==> src/rtl/mem_arbiter.sv <==
// Single-port RAM arbiter for instruction fetch and data access; data wins by default.
// Define ARB_IFETCH_FAIR_EN to hand the next grant to fetch after every data completion.
module mem_arbiter (
   input  logic        CLK,
   input  logic        nRST,
   input  logic        iREN,
   input  logic [31:0] iaddr,
   output logic [31:0] iload,
   output logic        iwait,
   input  logic        dREN,
   input  logic        dWEN,
   input  logic [31:0] daddr,
   input  logic [31:0] dstore,
   output logic [31:0] dload,
   output logic        dwait,
   output logic        ramREN,
   output logic        ramWEN,
   output logic [31:0] ramaddr,
   output logic [31:0] ramstore,
   input  logic [31:0] ramload,
   input  logic        ram_ready
);

   localparam logic [1:0] IDLE  = 2'b00;
   localparam logic [1:0] IBUSY = 2'b01;
   localparam logic [1:0] DBUSY = 2'b10;

   logic [1:0]  state_r;
   logic [1:0]  state_next_s;
   logic        ram_ren_r;
   logic        ram_wen_r;
   logic [31:0] ram_addr_r;
   logic [31:0] ram_store_r;
   logic [31:0] iload_r;
   logic [31:0] dload_r;

   logic        d_req_s;
   logic        i_done_s;
   logic        d_done_s;
   logic        i_abort_s;
   logic        select_s;
   logic        fetch_ok_s;
   logic        prefer_i_s;
   logic        grant_i_s;
   logic        grant_d_s;

   // Decode requests, completions and whether a new grant may be chosen this edge
   always_comb begin
      d_req_s    = dREN | dWEN;
      i_done_s   = (state_r == IBUSY) & ram_ready;
      d_done_s   = (state_r == DBUSY) & ram_ready;
      i_abort_s  = (state_r == IBUSY) & ~ram_ready & ~iREN;
      select_s   = (state_r == IDLE) | i_done_s | d_done_s;
      // A fetch that just completed is still asserting iREN; it must not win again
      fetch_ok_s = iREN & ~i_done_s;
   end

`ifdef ARB_IFETCH_FAIR_EN
   logic fair_r;

   // Fetch is owed the next grant once a data access completes
   always_ff @(posedge CLK or negedge nRST) begin
      if (!nRST) begin
         fair_r <= 1'b0;
      end else if (grant_i_s || grant_d_s) begin
         fair_r <= 1'b0;
      end else if (d_done_s) begin
         fair_r <= 1'b1;
      end else begin
         fair_r <= fair_r;
      end
   end

   assign prefer_i_s = fair_r | d_done_s;
`else
   assign prefer_i_s = 1'b0;
`endif

   // Grant selection: data first unless fetch is owed a slot
   always_comb begin
      grant_i_s = 1'b0;
      grant_d_s = 1'b0;
      if (!select_s) begin
         grant_i_s = 1'b0;
         grant_d_s = 1'b0;
      end else if (prefer_i_s && fetch_ok_s) begin
         grant_i_s = 1'b1;
      end else if (d_req_s) begin
         grant_d_s = 1'b1;
      end else if (fetch_ok_s) begin
         grant_i_s = 1'b1;
      end else begin
         grant_i_s = 1'b0;
         grant_d_s = 1'b0;
      end
   end

   // Next-state: new grant, fall back to IDLE on completion/abort, else hold
   always_comb begin
      state_next_s = state_r;
      case (state_r)
         IDLE, IBUSY, DBUSY: begin
            if (grant_d_s) begin
               state_next_s = DBUSY;
            end else if (grant_i_s) begin
               state_next_s = IBUSY;
            end else if (select_s || i_abort_s) begin
               state_next_s = IDLE;
            end else begin
               state_next_s = state_r;
            end
         end
         default: state_next_s = IDLE;
      endcase
   end

   // State register and RAM-side strobes, latched only at grant time
   always_ff @(posedge CLK or negedge nRST) begin
      if (!nRST) begin
         state_r     <= IDLE;
         ram_ren_r   <= 1'b0;
         ram_wen_r   <= 1'b0;
         ram_addr_r  <= 32'h0000_0000;
         ram_store_r <= 32'h0000_0000;
      end else begin
         state_r <= state_next_s;
         if (grant_d_s) begin
            // Simultaneous dREN and dWEN is a write
            ram_ren_r   <= dREN & ~dWEN;
            ram_wen_r   <= dWEN;
            ram_addr_r  <= daddr;
            ram_store_r <= dstore;
         end else if (grant_i_s) begin
            ram_ren_r   <= 1'b1;
            ram_wen_r   <= 1'b0;
            ram_addr_r  <= iaddr;
            ram_store_r <= ram_store_r;
         end else if (state_next_s == IDLE) begin
            ram_ren_r   <= 1'b0;
            ram_wen_r   <= 1'b0;
            ram_addr_r  <= ram_addr_r;
            ram_store_r <= ram_store_r;
         end else begin
            ram_ren_r   <= ram_ren_r;
            ram_wen_r   <= ram_wen_r;
            ram_addr_r  <= ram_addr_r;
            ram_store_r <= ram_store_r;
         end
      end
   end

   // Hold the most recently completed read data per requester
   always_ff @(posedge CLK or negedge nRST) begin
      if (!nRST) begin
         iload_r <= 32'h0000_0000;
         dload_r <= 32'h0000_0000;
      end else begin
         if (i_done_s) begin
            iload_r <= ramload;
         end else begin
            iload_r <= iload_r;
         end
         if (d_done_s) begin
            dload_r <= ramload;
         end else begin
            dload_r <= dload_r;
         end
      end
   end

   assign ramREN   = ram_ren_r;
   assign ramWEN   = ram_wen_r;
   assign ramaddr  = ram_addr_r;
   assign ramstore = ram_store_r;

   assign iwait = iREN & ~i_done_s;
   assign dwait = d_req_s & ~d_done_s;
   assign iload = i_done_s ? ramload : iload_r;
   assign dload = d_done_s ? ramload : dload_r;

endmodule

==> config.mk <==
export PLATFORM = sky130hd
export DESIGN_NAME = mem_arbiter
export DESIGN_NICKNAME = d
export VERILOG_FILES = /design/src/rtl/mem_arbiter.sv
export SDC_FILE = /design/constraint.sdc
export NUM_CORES = 1
export LEC_CHECK = 0
export BUFFER_PORTS_ARGS = -buffer_cell sky130_fd_sc_hd__buf_2
export CAP_MARGIN = 10
export CORE_MARGIN = 10
export CORE_UTILIZATION = 49
export CTS_CLUSTER_DIAMETER = 80
export DETAILED_ROUTE_END_ITERATION = 10
export PLACE_DENSITY_LB_ADDON = 0.05
export SLEW_MARGIN = 20
export SYNTH_ARGS = -nofsm -noshare
export SYNTH_HDL_FRONTEND = slang
export SYNTH_SLANG_ARGS = --single-unit
==> constraint.sdc <==
create_clock -name CLK -period 3.2 [get_ports CLK]
set_input_delay 0.64 -clock CLK [delete_from_list [all_inputs] [get_ports CLK]]
set_output_delay 0.64 -clock CLK [all_outputs]
set_load 0.01 [all_outputs]
# Yosys cells after proc, flatten, opt, wreduce, memory -nomap -nowiden

Index checks and enable logic that the tools add are counted.

Eq/ne operators: 2
Mux-type cells: 18
Bitwise gates (word level): 15
Reductions and logical operators: 6

Operator list:

| operator           | number |
|---|---|
| $mux 32            | 4 |
| $mux 1             | 10 |
| $mux 2             | 4 |
| $and 1x1->1        | 7 |
| $not 1->1          | 5 |
| $logic_not 2->1    | 2 |
| $or 1x1->1         | 3 |
| $reduce_bool 3->1  | 1 |
| $reduce_or 3->1    | 1 |
| $eq 2x1->1 const B | 1 |
| $eq 2x2->1 const B | 1 |
| $reduce_bool 2->1  | 1 |
| $logic_or 1x1->1   | 1 |

Flip-flop bits (word level): 132
Bits of input ports: 134
Logic and storage cells: 48

# Depth between registers and ports, before layout

Gate-level depths: netlist of the first run.

Depth in word-level cells: 14
Mapped depth: 7
Mapped depth without buffers: 4

# Worst setup path after synthesis of the first run

Ideal clock, no wire load.

Path kind: input to output
Start point: in ram_ready
End point: out iload[10]
Arrival time: 1.534 ns
Required time: 2.560 ns
Path slack: 1.026 ns
Stages on the path: 4
Path buffers: 2
Cell sequence: buf_2 -> nand2_1 -> buf_2 -> mux2_2

Word-level cells in the longest chain between the ends: 2

RTL lines:

| element     | line | RTL |
|---|---|---|
| from (decl) | 21   | `input logic ram_ready` |
| $and 1x1->1 | 50   | `i_done_s = (state_r == IBUSY) & ram_ready;` |
| $mux 32     | 178  | `assign iload = i_done_s ? ramload : iload_r;` |
| to (decl)   | 8    | `output logic [31:0] iload,` |

No other way between the ends.

# Worst setup path after layout of the first run

Start point: reg state_r[0]
End point: out iload[2]

Word-level cells in the longest chain between the ends: 3

RTL lines:

| element                | line | RTL |
|---|---|---|
| from (decl)            | 28   | `logic [1:0] state_r;` |
| from (signal assigned) | 126  | `state_r <= state_next_s;` |
| $eq 2x1->1             | 50   |  |
| $and 1x1->1            | 50   |  |
| $mux 32                | 178  |  |

No other way between the ends.

==> results of run 1 <==
[logic make-up (layout without fill, tap and decap cells)]
kind of cell    count (synthesis)  in the layout  synth area share
buf+inv                        30            307            0.0322
flops                         132            132             0.620
simple gates                  206            206             0.147
other cells                     0              1                 0
mux                            64             64             0.135
compound gates                 46             46            0.0651
[placed cells by master, fill, tap and decap left out]
master      count
dfrtp_1       132
a31oi_1        32
bufinv_16       4
a21o_1          1
mux2_2         64
a211o_2         1
clkbuf_8        4
o21ba_4         1
clkbuf_16      16
inv_1           2
clkinv_2        2
buf_2         264
a22o_1          2
o21ai_0         2
a21oi_1         2
buf_4           8
o22ai_1         1
o21bai_4        1
nor2b_1         2
inv_6           1
buf_12          1
nor3_1          1
nand2_1       166
nor2_1         36
a211oi_4        2
diode_2         1
and2_1          1
o2111a_1        1
clkinvlp_4      5
[through the flow]
step | power, mW | instance area, um^2
after floorplan | 2.78 | 5320
after CTS | 5.45 | 7360
after detailed placement | 3.39 | 6730
final | 5.38 | 7370
after global routing | 5.65 | 7370
after global placement | 3.34 | 6730
[flip-flops by register name (all words and copies together) (netlist names)]
signal / count
dload_r: 32
iload_r: 32
ramaddr: 32
ramstore: 32
state_r: 2
ramREN: 1
ramWEN: 1
[power breakdown]
group          internal [mW]  switching, mW
Clock                   1.33          0.715
Combinational          0.527          0.691
Sequential              1.99          0.128
Total                   3.84           1.53
[Yosys cell counts]
| cell type | number | area share |
|---|---|---|
| a21oi_1 | 2 | 0.0019 |
| inv_1 | 2 | 0.0014 |
| buf_6 | 3 | 0.0063 |
| nand2_1 | 166 | 0.12 |
| a21o_1 | 1 | 0.0014 |
| a211oi_4 | 2 | 0.0075 |
| a22o_1 | 2 | 0.0033 |
| buf_4 | 2 | 0.0028 |
| mux2_2 | 64 | 0.14 |
| o21bai_4 | 1 | 0.0035 |
| buf_2 | 23 | 0.022 |
| nor2_1 | 36 | 0.025 |
| o21ai_0 | 2 | 0.0019 |
| a211o_1 | 1 | 0.0016 |
| nor3_1 | 1 | 0.00094 |
| o2111a_1 | 1 | 0.0021 |
| o22ai_1 | 1 | 0.0012 |
| a31oi_1 | 32 | 0.038 |
| o21ba_4 | 1 | 0.0031 |
| nor2b_1 | 2 | 0.0023 |
| and2_1 | 1 | 0.0012 |
| dfrtp_1 | 132 | 0.62 |
[worst reg2reg max path: stages (launching register included)]
cell,delay (ps)
dfrtp_1,640
o21ba_4,280
a211o_2,420
buf_4,320
nand2_1,80
a31oi_1,200
[worst max-delay path by stage]
stage                     startpoint         to  slack, ps
final                     state_r[0]   iload[2]        210
after global placement     ram_ready   iload[8]        780
after global routing      state_r[0]  dload[14]         60
after CTS                 state_r[0]  dload[23]        180
after floorplan            ram_ready  iload[10]       1030
after detailed placement   ram_ready  dload[23]        760
[final cells by class]
| cell class | count | share of cell area |
|---|---|---|
| flip-flops and latches | 132 | 0.448 |
| clock buffers | 20 | 0.0618 |
| inverters | 2 | 0.00102 |
| repair buffers | 273 | 0.190 |
| multi-input cells | 316 | 0.251 |
| well taps | 136 | 0.0231 |
| clock inverters | 12 | 0.0239 |
| diodes | 1 | 0.000340 |
[layer usage]
layer | vias to the layer above | wire length, um | part of all wire | global-route usage
li1 | 2109 | - | - | -
met1 | 2099 | 6250 | 0.39 | 0.228
met2 | 195 | 8030 | 0.50 | 0.333
met3 | 26 | 1460 | 0.090 | 0.0850
met4 | 0 | 412 | 0.026 | 0.0920
met5 | - | 0 | 0 | 0
==> flow_metrics.tcl, run 1 <==
set metrics [dict create \
    grt_pass1_wl_um 25500 \
    yosys_warnings 0 \
    die_y_um 124 \
    htreeDepth 4 \
    hold_buffers 0 \
    dieArea_mm2 0.0154 \
    area_growth_pct 38.4 \
    path_depth 5 \
    first_pass_iters 4 \
    clock_path_buffers 2 \
    dp_hpwl_um 12300 \
    multi_input_area_mm2 0.00185 \
    yosysSeqAreaShare 0.620 \
    place_ws_ps 758 \
    ys_ff_latch 132 \
    p_per_area_mw_per_mm2 730 \
    status "complete, no violations" \
    routed_wirelength_um 16100 \
    r2r_start "state_r[0]" \
    fin_cells 892 \
    p_leak_nw 3.93 \
    hold_viol_final 0 \
    fin_worst_skew_ps 5.35 \
    ios 266 \
    cts-buffers-inserted 17 \
    first_iter_violations 198 \
    ant_nets 0 \
    syn_nets 612 \
    setup_viol 0 \
    crit_path_max_incr_delay_ps 550 \
    syn_inst 478 \
    cts.sink_count 132 \
    fmax_ghz 0.335 \
    cp-end-kind "output port" \
    fin_hold_ws_ps 136 \
    num_vias 4429 \
    routed_via_density 4.97 \
    layout-drive-gt1-share 0.495 \
    drc 0 \
    cts_tree "yes" \
    gr-total-overflow 0 \
    r2r_slack_ps 1160 \
    cts_root_buf "clkbuf_8" \
    drv_slew 0 \
    cp_top_family "flip-flops" \
    io_buffers 265 \
    crit_path_top_delay_cell "dfrtp_1" \
    clk_pin_slew_worst_paths_ps 60 \
    setup-tns-final_ps 0 \
    row_count 37 \
    rsz0062_at_grt "no" \
    worst-path-buf-inv 2 \
    insertion_delay_ps 520 \
    cap_violations 0 \
    grt_usage 0.204 \
    fillers 809 \
    worst_setup_path_start_kind "flip-flop" \
    synthesis.area_mm2 0.00532 \
    period_share 0.933 \
    worstPathRequired_ps 2560 \
    initial_core_util 0.509 \
    regArea_mm2 0.00330 \
    cp_max_fo 33 \
    utilization 0.704 \
    crit_type "reg -> out" \
    grt_max_degree 65 \
    die_w_um 124 \
    cts_setup_buffers 0 \
    dpl.cell_count 859 \
    cts_resized 0 \
    fin_nets 876 \
    worstMarginPinSlew_ps 647 \
    period_needed_ps 2990 \
    core_mm2 0.0105 \
    relSlewSlack 0.569 \
    grt_pass1_vias 4637 \
    syn_avg_cell_area_um2 11.1 \
    r2r_end "ramaddr[1]" \
    avgRoutedWirePerCell_um 18.1 \
    yosysUniqueCellTypes 22 \
    antenna_found_initial 1 \
    holdCritPathClass "in -> async" \
    worstPathCellList "nor2b_1 -> nand2_1 -> buf_4 -> mux2_2 -> buf_2" \
    reg2reg_depth 5 \
    arrival_ps 2350 \
    vdd_drop_max_uv 334 \
    setup_ws_ps 215 \
    gp_congestion 0.781 \
]
Note: power is estimated with default switching activity, not from simulation.
==> inputs of run 2 (changes only) <==
--- a/config.mk
+++ b/config.mk
@@ -12,6 +12,7 @@
 export CTS_CLUSTER_DIAMETER = 80
 export DETAILED_ROUTE_END_ITERATION = 10
 export PLACE_DENSITY_LB_ADDON = 0.05
+export RECOVER_POWER = 50
 export SLEW_MARGIN = 20
 export SYNTH_ARGS = -nofsm -noshare
 export SYNTH_HDL_FRONTEND = slang
==> run 2 against run 1 <==
- the flow now finishes with violations (capacitance limit, slew limit)
- power fell by 0.67%
- global-route usage did not move
- sequential power about the same
- count of clock-buffer cells in the layout is the same
- final cell count is the same
- worst setup slack better by 3.3 ps
- die area is the same
- sequential share of layout area increased by 0.50 points
- sequential cell count is the same
- critical endpoint unchanged
==> flow_metrics.tcl, run 2 (synthesis results as in run 1) <==
set metrics [dict create \
    path_depth 5 \
    area_growth_pct 36.9 \
    p_per_area_mw_per_mm2 733 \
    drv_slew 49 \
    clock_path_buffers 2 \
    ant_nets 0 \
    ios 266 \
    power_frac_clock 0.382 \
    fillers 834 \
    cts-buffers-inserted 17 \
    place_area_mm2 0.00673 \
    cts.sink_count 132 \
    swShare 0.288 \
    r2r_slack_ps 1160 \
    cap_violations 1 \
    reg2reg_depth 5 \
    cts_setup_buffers 0 \
    num_vias 4411 \
    final_common_cell "buf_2" \
    holdCritPathClass "in -> reg" \
    cts_tree "yes" \
    antenna_found_initial 1 \
    grt_usage 0.204 \
    layout_common_cells "202 x buf_2, 166 x nand2_1, 132 x dfrtp_1" \
    drc 0 \
    intPower_mw 3.80 \
    crit_type "reg -> out" \
    first_iter_violations 187 \
    fin_nets 876 \
    gp_congestion 0.781 \
    hold_viol_final 0 \
    setup_viol 0 \
    fin_area_mm2 0.00729 \
    relSlewSlack -0.796 \
    period_share 0.932 \
    power_frac_seq 0.398 \
    crit_path_start "state_r[0]" \
    worstPathRequired_ps 2560 \
    vdd_drop_max_uv 329 \
    pwr-share-comb 0.220 \
    row_count 37 \
    multi_input_area_mm2 0.00185 \
    worstMarginPinSlew_ps 2690 \
    p_sw_mw 1.54 \
    cp_top_family "flip-flops" \
    worstPathCellList "nor2b_1 -> nand2_1 -> buf_4 -> mux2_2 -> buf_2" \
    clk_pin_slew_worst_paths_ps 60 \
    r2r_start "state_r[0]" \
    worst_setup_path_start_kind "flip-flop" \
    layout-drive-gt1-share 0.412 \
    crit_path_top_delay_cell "dfrtp_1" \
    grt_pass1_vias 4637 \
    crit_path_max_incr_delay_ps 550 \
    grt_max_degree 65 \
    regArea_mm2 0.00330 \
    routed_via_density 4.95 \
    fin_hold_ws_ps 309 \
    first_pass_iters 4 \
    r2r_end "ramaddr[1]" \
    fin_worst_skew_ps 7.27 \
    rsz0062_at_grt "no" \
    routed_wirelength_um 16100 \
    cp-end-kind "output port" \
    hold_buffers 0 \
    cts_resized 0 \
    cts_root_buf "clkbuf_8" \
    p_leak_nw 3.75 \
    place_ws_ps 758 \
    worst-path-buf-inv 2 \
    die_y_um 124 \
    arrival_ps 2340 \
    period_needed_ps 2980 \
    failed_checks "capacitance limit, slew limit" \
    cp_max_fo 33 \
    die_w_um 124 \
    fmax_ghz 0.335 \
    gr-total-overflow 0 \
    status "finished with violations" \
    setup-tns-final_ps 0 \
    htreeDepth 4 \
    insertion_delay_ps 510 \
    dieArea_mm2 0.0154 \
    setup_ws_ps 218 \
    io_buffers 265 \
    crit_path_end "iload[2]" \
    dp_hpwl_um 12300 \
    avgRoutedWirePerCell_um 18.1 \
    initial_core_util 0.509 \
    core_mm2 0.0105 \
    grt_pass1_wl_um 25500 \
]
## run 2: how the worst min path moves through the flow
stage | startpoint | endpoint | cells after the start
final | dstore[5] | ramstore[5] | 3
after global routing | dstore[3] | ramstore[3] | 3
after CTS | nRST | dload_r[23] | 1
after detailed placement | ramstore[26] | ramstore[26] | 2
after global placement | ramstore[7] | ramstore[7] | 2
after floorplan | nRST | dload_r[0] | 0
## run 2: metrics by stage
stage	power, mW	util	instances
floorplan	2.78	-	478
global placement	3.34	0.644	859
detailed placement	3.39	0.644	859
CTS	5.45	0.704	891
global route	5.62	0.696	892
finish	5.34	0.696	892
## run 2: final cells by class
cell class	count	share of cell area
flip-flops and latches	132	0.453
multi-input cells	316	0.254
repair buffers	273	0.181
clock buffers	20	0.0625
clock inverters	12	0.0242
well taps	136	0.0234
inverters	2	0.00103
diodes	1	0.000343
## run 2: power groups by stage
stage / clock [mW] / combinational, mW / sequential (mW)
after CTS: 2.08 / 1.24 / 2.12
after global routing: 2.15 / 1.30 / 2.16
after global placement: 0 / 1.21 / 2.13
final: 2.04 / 1.17 / 2.12
after floorplan: 0 / 0.584 / 2.20
after detailed placement: 0 / 1.24 / 2.15
## run 2: worst min-delay path, delay by kind of cell
family | cells | cell delay [ps]
simple gates | 2 | 80
buf+inv | 1 | 70
## run 2: layer usage
layer | part of all wire | vias up | global-route usage
li1 | - | 2109 | -
met3 | 0.091 | 29 | 0.0850
met1 | 0.38 | 2084 | 0.228
met4 | 0.026 | 0 | 0.0920
met5 | 0 | - | 0
met2 | 0.50 | 189 | 0.333
==> inputs of run 3 (changes only) <==
--- a/config.mk
+++ b/config.mk
@@ -7,9 +7,10 @@
 export LEC_CHECK = 0
 export BUFFER_PORTS_ARGS = -buffer_cell sky130_fd_sc_hd__buf_2
 export CAP_MARGIN = 10
-export CORE_MARGIN = 10
+export CORE_MARGIN = 2
 export CORE_UTILIZATION = 49
 export CTS_CLUSTER_DIAMETER = 80
+export CTS_CLUSTER_SIZE = 10
 export DETAILED_ROUTE_END_ITERATION = 10
 export PLACE_DENSITY_LB_ADDON = 0.05
 export RECOVER_POWER = 50
==> run 3 against run 2 <==
- the flow still finishes with violations (capacitance limit, slew limit)
- clock skew is 2.6 ps higher
- cell area is 0.94% lower
- sequential power about the same
- first-iteration DRC count is 4.3% lower
- combinational power is essentially flat
- utilization decreased by 2.2 points
- sequential cell count is the same
- largest power group unchanged
==> flow_metrics.tcl, run 3 (synthesis results as in run 1) <==
set metrics [dict create \
    grt_pass1_wl_um 21200 \
    crit_path_max_incr_delay_ps 540 \
    ant_nets 0 \
    routed_via_density 4.91 \
    power_frac_seq 0.422 \
    worstMarginPinSlew_ps 2280 \
    gr-total-overflow 0 \
    clk_pin_slew_worst_paths_ps 60 \
    period_needed_ps 2950 \
    holdCritStartpoint "dstore[17]" \
    power_mw 5.04 \
    grt_pass1_vias 4404 \
    cts_resized 0 \
    status "finished with violations" \
    cp_max_fo 33 \
    cts_tree "yes" \
    setup-tns-final_ps 0 \
    grt_max_degree 65 \
    htreeDepth 4 \
    setup_viol 0 \
    avgRoutedWirePerCell_um 15.5 \
    place_area_mm2 0.00675 \
    vdd_drop_max_uv 394 \
    intPower_mw 3.60 \
    routed_wirelength_um 13800 \
    fin_cells 893 \
    rsz0062_at_grt "no" \
    cts.sink_count 132 \
    fmax_ghz 0.339 \
    p_sw_mw 1.44 \
    layout-drive-gt1-share 0.416 \
    cap_violations 1 \
    fin_area_mm2 0.00722 \
    cts-buffers-inserted 17 \
    n_antenna_cell 0 \
    io_buffers 265 \
    worst_setup_path_start_kind "flip-flop" \
    row_count 38 \
    layout_common_cells "213 x buf_2, 166 x nand2_1, 132 x dfrtp_1" \
    dieArea_mm2 0.0117 \
    drc 0 \
    clock_path_buffers 2 \
    pwr-share-comb 0.227 \
    power_frac_clock 0.350 \
    failed_checks "capacitance limit, slew limit" \
    p_leak_nw 3.75 \
    first_pass_iters 4 \
    holdCritPathClass "in -> reg" \
    r2r_start "state_r[0]" \
    insertion_delay_ps 520 \
    fin_worst_skew_ps 9.85 \
    grt_usage 0.241 \
    swShare 0.286 \
    antenna_found_initial 0 \
    ios 266 \
    arrival_ps 2310 \
    cts_setup_buffers 0 \
    worstPathRequired_ps 2560 \
    p_per_area_mw_per_mm2 699 \
    crit_path_start "state_r[0]" \
    hold_buffers 0 \
    die_y_um 108 \
    dp_hpwl_um 10100 \
    worstPathCellList "nor2b_1 -> nand2_1 -> buf_4 -> mux2_2 -> buf_2" \
    crit_path_top_delay_cell "dfrtp_1" \
    cts_root_buf "clkbuf_8" \
    hold_viol_final 0 \
    area_growth_pct 35.6 \
    num_vias 4386 \
    utilization 0.675 \
    initial_core_util 0.498 \
    drv_slew 43 \
    final_common_cell "buf_2" \
    period_share 0.922 \
    cp-end-kind "output port" \
    fin_nets 877 \
    crit_type "reg -> out" \
    core_mm2 0.0107 \
    first_iter_violations 179 \
    die_w_um 108 \
    relSlewSlack -0.521 \
    dpl.cell_count 864 \
    gp_congestion 0.784 \
]
==> run 3: layout make-up <==
class	instances	area (um^2)
clock buffer	25	494
clock inverter	4	47.5
fill	907	3480
inverter	2	7.51
multi-input combinational	316	1850
sequential	132	3300
tap	140	175
timing repair buffer	274	1340
==> run 3: metrics by stage <==
stage | hold slack (ps) | worst slack, ps
detailed placement | 457 | 776
floorplan | 344 | 1030
finish | 304 | 251
global route | 296 | 124
CTS | 101 | 220
global placement | 454 | 812
==> run 3: final timing paths <==
check | end | slack [ps] | cells past startpoint
worst max-delay path | iload[4] | 250 | 5
worst max register to register | ramaddr[8] | 1170 | 5
worst min-delay path | ramstore[17] | 300 | 3
worst min register to register | ramstore[26] | 470 | 2
max in group asynchronous | ramstore[25] | 690 | 2
min in group asynchronous | iload_r[29] | 800 | 1
==> run 3: per-layer routing <==
layer | global-route usage | wire (um) | share of wire | up-vias
li1 | - | - | - | 2109
met1 | 0.256 | 5060 | 0.37 | 2063
met2 | 0.422 | 7120 | 0.51 | 186
met3 | 0.0910 | 1230 | 0.089 | 28
met4 | 0.113 | 425 | 0.031 | 0
met5 | 0 | 0 | 0 | -
==> run 3: worst max-delay path: cells and delay by family (launching register included) <==
family                 cells  cell delay (ps)
DFF                        1              540
buffers and inverters      2              510
muxes                      1              410
and+or+nand+nor            2              310
==> run 3: power by group through the flow <==
stage / Sequential (mW) / Combinational [mW] / Clock [mW]
final: 2.13 / 1.15 / 1.77
after global routing: 2.17 / 1.27 / 1.87
after CTS: 2.13 / 1.20 / 1.81
after detailed placement: 2.15 / 1.20 / 0
after global placement: 2.13 / 1.17 / 0
after floorplan: 2.20 / 0.584 / 0
